**config.mk**
```make
export PLATFORM = sky130hd
export DESIGN_NAME = calc_multi_port
export DESIGN_NICKNAME = d
export VERILOG_FILES = /design/src/rtl/calc_multi_port.sv
export SDC_FILE = /design/constraint.sdc
export NUM_CORES = 1
export LEC_CHECK = 0
export BUFFER_PORTS_ARGS = -buffer_cell sky130_fd_sc_hd__buf_2
export CAP_MARGIN = 20
export CELL_PAD_IN_SITES_DETAIL_PLACEMENT = 1
export CELL_PAD_IN_SITES_GLOBAL_PLACEMENT = 2
export CORE_ASPECT_RATIO = 0.5
export CORE_UTILIZATION = 39
export DETAILED_ROUTE_END_ITERATION = 12
export GPL_ROUTABILITY_DRIVEN = 0
export GPL_TIMING_DRIVEN = 0
export MAX_ROUTING_LAYER = met4
export PLACE_DENSITY_LB_ADDON = 0.1
export SETUP_SLACK_MARGIN = 0.05
export SLEW_MARGIN = 20
export SYNTH_ARGS = -nofsm -noshare
export SYNTH_HDL_FRONTEND = slang
export SYNTH_SLANG_ARGS = --single-unit
```
**constraint.sdc**
```tcl
create_clock -name c_clk -period 6.9 [get_ports c_clk]
set_input_delay 1.38 -clock c_clk [delete_from_list [all_inputs] [get_ports c_clk]]
set_output_delay 1.38 -clock c_clk [all_outputs]
set_load 0.01 [all_outputs]
```
**src/rtl/calc_multi_port.sv**
```systemverilog
// calc_multi_port: NUM_PORTS request/response ports sharing one DATA_W-bit ALU through a round-robin arbiter.
// Define CALC_SHIFT_EN to build the shifter (commands 5/6); without it those commands answer as invalid.
module calc_multi_port #(
  parameter int NUM_PORTS = 4,
  parameter int DATA_W    = 32
) (
  input  logic                        c_clk,
  input  logic                        reset,
  input  logic [4*NUM_PORTS-1:0]      req_cmd_in,
  input  logic [DATA_W*NUM_PORTS-1:0] req_data_in,
  output logic [2*NUM_PORTS-1:0]      out_resp,
  output logic [DATA_W*NUM_PORTS-1:0] out_data
);

  localparam int IDX_W = (NUM_PORTS > 1) ? $clog2(NUM_PORTS) : 1;

  localparam logic [3:0] CMD_NOP = 4'd0;
  localparam logic [3:0] CMD_ADD = 4'd1;
  localparam logic [3:0] CMD_SUB = 4'd2;
`ifdef CALC_SHIFT_EN
  localparam int         SH_W    = $clog2(DATA_W);
  localparam logic [3:0] CMD_SHL = 4'd5;
  localparam logic [3:0] CMD_SHR = 4'd6;
`endif

  localparam logic [1:0] RESP_OK  = 2'd1;
  localparam logic [1:0] RESP_OVF = 2'd2;
  localparam logic [1:0] RESP_INV = 2'd3;

  typedef enum logic [1:0] {
    IDLE,
    OP2,
    PENDING,
    EXEC
  } port_state_t;

  port_state_t       state_q [NUM_PORTS];
  port_state_t       state_d [NUM_PORTS];
  logic [3:0]        cmd_q   [NUM_PORTS];
  logic [DATA_W-1:0] op1_q   [NUM_PORTS];
  logic [DATA_W-1:0] op2_q   [NUM_PORTS];

  logic [IDX_W-1:0]  rr_ptr_q;
  logic              grant_valid;
  logic [IDX_W-1:0]  grant_idx;
  logic [IDX_W-1:0]  cand_idx;
  int                cand;

  logic              exec_valid_q;
  logic [IDX_W-1:0]  exec_idx_q;

  logic [3:0]        alu_cmd;
  logic [DATA_W-1:0] alu_a;
  logic [DATA_W-1:0] alu_b;
  logic [DATA_W:0]   alu_sum;
  logic [1:0]        alu_resp;
  logic [DATA_W-1:0] alu_data;

  // Round-robin: rr_ptr_q is the first port searched, i.e. last granted + 1.
  always_comb begin
    grant_valid = 1'b0;
    grant_idx   = '0;
    cand        = 0;
    cand_idx    = '0;
    for (int i = 0; i < NUM_PORTS; i++) begin
      cand = int'(rr_ptr_q) + i;
      if (cand >= NUM_PORTS) cand = cand - NUM_PORTS;
      cand_idx = IDX_W'(cand);
      if (!grant_valid && state_q[cand_idx] == PENDING) begin
        grant_valid = 1'b1;
        grant_idx   = cand_idx;
      end
    end
  end

  always_comb begin
    for (int p = 0; p < NUM_PORTS; p++) begin
      state_d[p] = state_q[p];
      case (state_q[p])
        IDLE:    if (req_cmd_in[4*p +: 4] != CMD_NOP) state_d[p] = OP2;
        OP2:     state_d[p] = PENDING;
        PENDING: if (grant_valid && grant_idx == IDX_W'(p)) state_d[p] = EXEC;
        EXEC:    state_d[p] = IDLE;
        default: state_d[p] = IDLE;
      endcase
    end
  end

  always_ff @(posedge c_clk) begin
    if (reset) begin
      for (int p = 0; p < NUM_PORTS; p++) begin
        state_q[p] <= IDLE;
        cmd_q[p]   <= '0;
        op1_q[p]   <= '0;
        op2_q[p]   <= '0;
      end
      rr_ptr_q     <= '0;
      exec_valid_q <= 1'b0;
      exec_idx_q   <= '0;
    end else begin
      for (int p = 0; p < NUM_PORTS; p++) begin
        state_q[p] <= state_d[p];
        if (state_q[p] == IDLE && req_cmd_in[4*p +: 4] != CMD_NOP) begin
          cmd_q[p] <= req_cmd_in[4*p +: 4];
          op1_q[p] <= req_data_in[DATA_W*p +: DATA_W];
        end
        if (state_q[p] == OP2) op2_q[p] <= req_data_in[DATA_W*p +: DATA_W];
      end
      exec_valid_q <= grant_valid;
      if (grant_valid) begin
        exec_idx_q <= grant_idx;
        rr_ptr_q   <= (int'(grant_idx) == NUM_PORTS - 1) ? '0 : grant_idx + 1'b1;
      end
    end
  end

  // Only one port can be in EXEC per cycle, so its operands feed the shared ALU.
  always_comb begin
    alu_cmd = '0;
    alu_a   = '0;
    alu_b   = '0;
    for (int p = 0; p < NUM_PORTS; p++) begin
      if (exec_idx_q == IDX_W'(p)) begin
        alu_cmd = cmd_q[p];
        alu_a   = op1_q[p];
        alu_b   = op2_q[p];
      end
    end
  end

  assign alu_sum = {1'b0, alu_a} + {1'b0, alu_b};

  always_comb begin
    alu_resp = RESP_INV;
    alu_data = '0;
    case (alu_cmd)
      CMD_ADD: begin
        if (alu_sum[DATA_W]) begin
          alu_resp = RESP_OVF;
        end else begin
          alu_resp = RESP_OK;
          alu_data = alu_sum[DATA_W-1:0];
        end
      end
      CMD_SUB: begin
        if (alu_b > alu_a) begin
          alu_resp = RESP_OVF;
        end else begin
          alu_resp = RESP_OK;
          alu_data = alu_a - alu_b;
        end
      end
`ifdef CALC_SHIFT_EN
      CMD_SHL: begin
        alu_resp = RESP_OK;
        alu_data = alu_a << alu_b[SH_W-1:0];
      end
      CMD_SHR: begin
        alu_resp = RESP_OK;
        alu_data = alu_a >> alu_b[SH_W-1:0];
      end
`endif
      default: begin
        alu_resp = RESP_INV;
        alu_data = '0;
      end
    endcase
  end

  // Responses are single-cycle pulses; every other port reads zero.
  always_ff @(posedge c_clk) begin
    if (reset) begin
      out_resp <= '0;
      out_data <= '0;
    end else begin
      out_resp <= '0;
      out_data <= '0;
      for (int p = 0; p < NUM_PORTS; p++) begin
        if (exec_valid_q && exec_idx_q == IDX_W'(p)) begin
          out_resp[2*p +: 2]           <= alu_resp;
          out_data[DATA_W*p +: DATA_W] <= alu_data;
        end
      end
    end
  end

endmodule
```
Yosys cells after proc, flatten, opt, wreduce, memory -nomap -nowiden:

Memory sizes are Yosys's and may differ from the RTL's.
Index checks and enable logic that the tools add are counted.

* register bits: 141
* bits in writable memories: 280
* output and inout port bits: 136
* logic and storage cells: 193
* memories: 4

* $add $sub $neg: 10
* magnitude comparators: 5
* equal/unequal tests: 25
* muxes and demuxes: 86
* bitwise logic cells: 20
* reduce and logical (&&, ||, !) cells: 32

Memories
* op1_q: depth 4, width 32, rd ports 4, clocked after memory_dff 0, write ports 4, RTL line 40 `logic [DATA_W-1:0] op1_q [NUM_PORTS];`
* op2_q: depth 4, width 32, rd ports 4, clocked after memory_dff 0, write ports 4, RTL line 41 `logic [DATA_W-1:0] op2_q [NUM_PORTS];`
* cmd_q: depth 4, width 4, rd ports 4, clocked after memory_dff 0, write ports 4, RTL line 39 `logic [3:0] cmd_q [NUM_PORTS];`
* state_q: depth 4, width 2, rd ports 8, clocked after memory_dff 0, write ports 4, RTL line 37 `port_state_t state_q [NUM_PORTS];`

Operator list (count)
* $mux 32: 18
* $pmux 32 s2: 1
* $mux 2: 23
* $add 32x32->33: 1
* $eq 2x2->1 const B: 16
* $gt 32x32->1: 1
* $mux 4: 8
* $pmux 2 s4: 4
* $sub 32x32->32: 1
* $mux 1: 31
* $or 1x1->1: 16
* $reduce_bool 4->1: 4
* $logic_and 1x1->1: 15
* $eq 2x1->1 const B: 7
* $logic_not 2->1: 6
* $ge 3x3->1 const B: 3
* $reduce_or 2->1: 4
* $sub 2x1->2 const B: 4
* $add 2x2->3 const B: 2
* $eq 4x1->1 const B: 1
* $eq 4x2->1 const B: 1
* $not 1->1: 4
* $pmux 2 s2: 1
* $add 2x1->3 const B: 1
* other kinds (3): 5

Logic depth before layout (Yosys ltp):

Gate-level depths: netlist of the first run.
An unclocked memory read counts as a cell.

* depth in word-level cells: 19
* mapped depth: 18

Worst setup path after synthesis of the first run:

OpenSTA, ideal clock, no wires.

* kind: reg-to-reg
* start: register exec_idx_q[0]
* end: register out_data[118]
* library setup time: 0.127 ns
* arrival: 4.641 ns
* slack: 2.132 ns
* cell stages (with the launch flop): 17
* path buffers: 5
* path through: dfxtp_1 buf_2 buf_1 buf_1 mux4_2 fa_1 nor3b_2 o311ai_4 nand3_2 nor4bb_1 or4b_4 nand3_2 buf_6 buf_6 a21oi_1 o32ai_2 nor2_1

* word-level cells in the longest chain between the ends: 8
* elaborated cells on any way between the ends: 27
* those cells by class: add/sub: 2; order compare: 1; eq/ne: 5; mux: 15; bitwise: 1; reduce/logical: 3

RTL lines
* start, declared: RTL line 50 `logic [IDX_W-1:0] exec_idx_q;`
* start signal, assigned: RTL line 111 `exec_idx_q <= grant_idx;`
* $logic_not 2->1: RTL line 123 `if (exec_idx_q == IDX_W'(p)) begin`
* $mux 32 (4 in a row): RTL line 123
* $sub 32x32->32, or another cell as far along: RTL line 150 `alu_data = alu_a - alu_b;`
* $mux 32, on equally long branches: RTL line 146, 138
* $pmux 32 s2: RTL line 136 `case (alu_cmd)`
* end signal, assigned by index: RTL line 181 `out_data[DATA_W*p +: DATA_W] <= alu_data;`
* end, declared: RTL line 12 `output logic [DATA_W*NUM_PORTS-1:0] out_data`

Parallel ways exist; a longest one is shown, timed or not.
A chain may end at the register's enable or synchronous reset.

Final worst setup path of the first run:

* start: register exec_idx_q[1]
* end: register out_data[75]

The elaborated chain is that of the path after synthesis.

==> flow_metrics.tcl, run 1 <==
set metrics [dict create \
    status "finished, final reports clean" \
    worstPathRequired_ns 7.33 \
    yosys-top-cells-area "edfxtp_1, dfxtp_1, and2_1" \
    final.fill_count 5566 \
    cts_resized 0 \
    hold_class "reg2reg" \
    htreeDepth 2 \
    final_common_cell "buf_2" \
    fin_crit_ns 6.301 \
    cts.clk_slew.worst_paths_ns 0.07 \
    via_per_inst 5.397 \
    ys_seq_area_frac 0.5499 \
    finClkSkew_ns 0.02766 \
    power.density_mw_per_mm2 575.5 \
    yosys.area.top_type_share 0.4014 \
    synth_area_mm2 0.02035 \
    power.total_mw 13.79 \
    grt_pass1_wl_um 101800 \
    yosysTopAreaCell "edfxtp_1" \
    grt_util_met2 0.4143 \
    post-route-cell-area_mm2 0.02396 \
    grt_max_degree 37 \
    die_h_um 163.5 \
    tns_ns 0 \
    grt.busiest_layer "met2" \
    synth_cell_types 83 \
    ir_drop_mv 0.2121 \
    io_pins 282 \
    report.final.setup_viol 0 \
    tightest_slew_ns 1.132 \
    drcViolationCount 0 \
    path_common_cell "clkbuf_1" \
    vias 14950 \
    drt_iter0_drc 1119 \
    end_kind "flip-flop" \
    grt.met1_usage 0.3639 \
    cts_root_buffer "clkbuf_16" \
    p_leak_nw 9.934 \
    ys_async_sr_fraction 0 \
    finalHoldViolCount 0 \
    crit_buf_inv 4 \
    critPathSlowestCell "clkbuf_1" \
    utilization 0.4711 \
    grtUsageTotal 0.2713 \
    drv_cap 0 \
    slew_headroom 0.2455 \
    nets 2288 \
    cts_buffers 39 \
    cts_tree "yes" \
    finalWirelength_um 70320 \
    arrival_ns 6.73 \
    dpl_cell_area_mm2 0.02265 \
    antenna_found_initial 4 \
    cp_top_family "compound AO/OA/AOI/OAI gates" \
    startpoint_type "flip-flop" \
    drtAntennaViolNets 0 \
    maxSlewViolCount 0 \
    wl_per_cell_um 25.39 \
    io_buffers 281 \
    cts_sinks 423 \
    synthFlopType "edfxtp_1" \
    fmaxAchievable_ghz 0.1587 \
    max_stage_delay_ns 0.85 \
    cts_setup_buffers 0 \
    synth_warnings 0 \
    syn-mean-instance-area_um2 11.78 \
    start_util 0.4000 \
    synth_edf_count 272 \
    synth-seq-cells 423 \
    area_delta_synth_final_pct 17.76 \
    die-area_mm2 0.05315 \
    syn-num-nets 1964 \
    overflow 0 \
    critPathKind "reg2reg" \
    regToRegSetupSlack_ns 0.60 \
    crit_chain "buf_2, buf_1, clkbuf_1, mux4_2, ha_1, fa_1, a21oi_1, nand4b_1, a211oi_1, o211ai_1, o2111ai_1, nand2_1, clkbuf_1, a21o_1, o22ai_1, nor2_1" \
    fin_crit_sh 0.9132 \
    rows 58 \
    postCtsHoldBufs 0 \
    grt_util_met3 0.07080 \
    hpwl_um 51660 \
    multi_input_area_mm2 0.008484 \
    path_max_fanout 10 \
    grt_pass1_vias 15330 \
    rsz0062_at_grt "no" \
    mostFrequentLayoutCells "buf_2, and2_1, edfxtp_1" \
    die_w_um 325.1 \
    core_region_area_mm2 0.05087 \
    clk_latency_ns 0.58 \
    layout-drive-gt1-share 0.2335 \
    regArea_mm2 0.01119 \
    synth_cells 1727 \
    dr.pass1.iters 8 \
    clockBufferDepth 3 \
]
## synth_stat cells, types with 10 or more instances
| cell type | instances |
|---|---|
| o21bai_1 | 10 |
| a21o_1 | 20 |
| edfxtp_1 | 272 |
| a31oi_1 | 14 |
| a21boi_1 | 15 |
| buf_1 | 10 |
| o21ai_0 | 45 |
| buf_2 | 15 |
| o21a_1 | 11 |
| mux4_2 | 68 |
| dfxtp_1 | 151 |
| ha_1 | 89 |
| nand2b_1 | 15 |
| nor4_1 | 10 |
| nor3_1 | 71 |
| and2_1 | 285 |
| nand2_1 | 47 |
| clkbuf_1 | 66 |
| a21oi_1 | 100 |
| nor2_1 | 161 |
| nand3_1 | 10 |
| nor2b_1 | 13 |
| inv_1 | 69 |
## cells by family after synthesis
group | after synthesis | share of synthesized area
mux | 73 | 0.07777
fa+ha+maj | 91 | 0.05669
simple gates | 648 | 0.1721
buf+inv | 172 | 0.03504
xor+xnor | 2 | 0.0008609
flops | 423 | 0.5499
compound gates | 318 | 0.1077
## stage by stage
| step | hold WS [ns] | setup slack, ns | instances |
|---|---|---|---|
| floorplan | 0.5389 | 2.132 | 1727 |
| global placement | 0.5773 | 0.3873 | 2698 |
| detailed placement | 0.5771 | 0.3689 | 2698 |
| CTS | 0.5888 | 0.3513 | 2765 |
| global route | 0.6099 | 0.3304 | 2770 |
| finish | 0.5825 | 0.5988 | 2770 |
## per-layer routing
layer | wire length (um) | part of all wire
met1 | 32980 | 0.47
met2 | 31090 | 0.44
met3 | 5105 | 0.073
met4 | 1147 | 0.016
met5 | 0 | 0
## tightest hold or removal path, cell delays in order (launching register included)
cell     delay, ns
dfxtp_1       0.35
mux2i_1       0.14
nor2_1        0.05
## worst paths after layout
path                       from             to  cells after the start
setup / recovery  exec_idx_q[1]   out_data[75]                     16
hold reg to reg   state_q[0][1]  state_q[0][1]                      2
hold / removal    state_q[0][1]  state_q[0][1]                      2
setup reg to reg  exec_idx_q[1]   out_data[75]                     16
## sequential cells by signal, indices dropped and copies added, names as in the netlist, named ones only
| register | count |
|---|---|
| out_data | 128 |
| cmd_q | 16 |
| state_q | 8 |
| exec_valid_q | 1 |
| op1_q | 128 |
| op2_q | 128 |
| out_resp | 8 |
| rr_ptr_q | 2 |
| exec_idx_q | 2 |
## report_power, final
part / switching, mW / internal [mW] / total, mW
Combinational: 5.33 / 2.56 / 7.89
Sequential: 0.194 / 3.48 / 3.67
Clock: 1.01 / 1.22 / 2.23
## layout make-up
type	instances	share of cell area
inverters	70	0.01096
diodes	3	0.0003133
multi-input cells	1132	0.3540
plain buffers	102	0.01895
well taps	690	0.03603
clock inverters	15	0.006265
flip-flops and latches	423	0.4670
repair buffers	283	0.05978
clock buffers	52	0.04668
Note: power is estimated with default switching activity, not from simulation.
==> run 2: changes to the inputs <==
CORE_ASPECT_RATIO = unset   (was 0.5)
==> run 2 against run 1 <==
Clock power up 9%. Power down 0.16%. Non-clock buffer count down 1. Global-route usage down 0.28 points. Cell area up 0.81%. First-iteration DRC count down 4.0%. Critical path type unchanged. Sequential power about the same.
==> flow_metrics.tcl, run 2 (synthesis gave the netlist of run 1 again) <==
set metrics [dict create \
    status "finished, final reports clean" \
    grt_util_met2 0.4446 \
    overflow 0 \
    hold_slack_ns 0.5858 \
    final_common_cell "buf_2" \
    reg_top3 "op1_q: 128 flops, op2_q: 128 flops, out_data: 128 flops" \
    dr.pass1.iters 7 \
    tightest_slew_ns 1.138 \
    cts_setup_buffers 0 \
    placedCellCount 2688 \
    grtUsageTotal 0.2686 \
    antenna_found_initial 3 \
    fmaxAchievable_ghz 0.1621 \
    worstPathRequired_ns 7.35 \
    drt_iter0_drc 1074 \
    io_buffers 281 \
    io_pins 282 \
    arrival_ns 6.62 \
    clk_latency_ns 0.61 \
    cts_root_buffer "clkbuf_16" \
    fin_crit_ns 6.169 \
    finClkSkew_ns 0.02810 \
    die_w_um 230.4 \
    layout-drive-gt1-share 0.2363 \
    grt_util_met3 0.03854 \
    vias 14900 \
    end_kind "flip-flop" \
    nets 2294 \
    die_h_um 230.4 \
    mostFrequentLayoutCells "buf_2, and2_1, edfxtp_1" \
    cts_sinks 423 \
    drcViolationCount 0 \
    drtAntennaViolNets 0 \
    ir_drop_mv 0.2678 \
    start_util 0.3959 \
    rows 83 \
    p_leak_nw 10.03 \
    via_per_inst 5.372 \
    area_delta_synth_final_pct 18.71 \
    grt_pass1_vias 15780 \
    slew_headroom 0.2411 \
    dpl_cell_area_mm2 0.02264 \
    tns_ns 0 \
    fin_crit_sh 0.8941 \
    die-area_mm2 0.05310 \
    power.density_mw_per_mm2 569.9 \
    post-route-cell-area_mm2 0.02416 \
    core_region_area_mm2 0.05141 \
    finalHoldViolCount 0 \
    grt_pass1_wl_um 101600 \
    power.total_mw 13.77 \
    stdcell_count 2774 \
    cts_resized 0 \
    grt.met1_usage 0.3390 \
    wl_per_cell_um 24.90 \
    hpwl_um 51090 \
    cts_buffers 46 \
    startpoint_type "flip-flop" \
    rsz0062_at_grt "no" \
    htreeDepth 2 \
    grt.busiest_layer "met2" \
    cts.clk_slew.worst_paths_ns 0.06 \
    maxSlewViolCount 0 \
    report.final.setup_viol 0 \
    cts_tree "yes" \
    clockBufferDepth 3 \
    postCtsHoldBufs 0 \
    drv_cap 0 \
    critPathKind "reg2reg" \
    grt_max_degree 37 \
    path_max_fanout 10 \
    finalWirelength_um 69080 \
    hold_class "reg2reg" \
]
==> run 2: cell count changes in the layout (fill, tap and decap cells not counted), sizes merged <==
cell,delta
clkinv,-1
inv,-1
clkbuf,+17
bufinv,-1
==> run 2: final cells by class <==
| cell class | count | area, um2 |
|---|---|---|
| Fill cell | 5610 | 27250 |
| Clock inverter | 12 | 132.6 |
| Antenna cell | 3 | 7.507 |
| Inverter | 70 | 262.8 |
| Sequential cell | 423 | 11190 |
| Clock buffer | 70 | 1344 |
| Tap cell | 680 | 850.8 |
| Timing Repair Buffer | 282 | 1434 |
| Multi-Input combinational cell | 1132 | 8479 |
| Buffer | 102 | 456.7 |
==> run 2: through the flow <==
stage,util,setup WS (ns)
global route,0.4700,0.4219
detailed placement,0.4405,0.7751
floorplan,-,2.132
CTS,0.4692,0.7708
finish,0.4700,0.7306
global placement,0.4398,0.3422
==> run 2: metal layers <==
layer	part of all wire	wire length, um	vias up
met2	0.49	33560	428
met5	0	0	-
met3	0.049	3378	115
li1	-	-	6865
met4	0.029	2021	0
met1	0.44	30120	7494
==> run 2: critical path: stages, from the launching register on <==
cell      delay (ns)
dfxtp_1         0.30
buf_2           0.28
buf_1           0.72
buf_2           0.57
mux4_2          0.60
ha_1            0.30
clkbuf_1        0.33
inv_1           0.18
nor2_1          0.25
nand2_1         0.13
o41ai_1         0.83
nand2_1         0.36
clkbuf_1        0.38
a21o_1          0.24
o22ai_1         0.41
nor2_1          0.11
==> run 2: where the power goes <==
group | internal [mW] | total (mW) | switching [mW]
Combinational | 2.55 | 7.68 | 5.13
Clock | 1.39 | 2.43 | 1.04
Sequential | 3.48 | 3.67 | 0.188
==> run 2: path summary, 6_finish.rpt <==
path / slack [ns] / from / to / depth (start not counted)
worst min register to register: 0.59 / state_q[3][1] / state_q[3][1] / 2
worst max register to register: 0.73 / exec_idx_q[0] / out_data[79] / 15
worst min-delay path: 0.59 / state_q[3][1] / state_q[3][1] / 2
worst max-delay path: 0.73 / exec_idx_q[0] / out_data[79] / 15
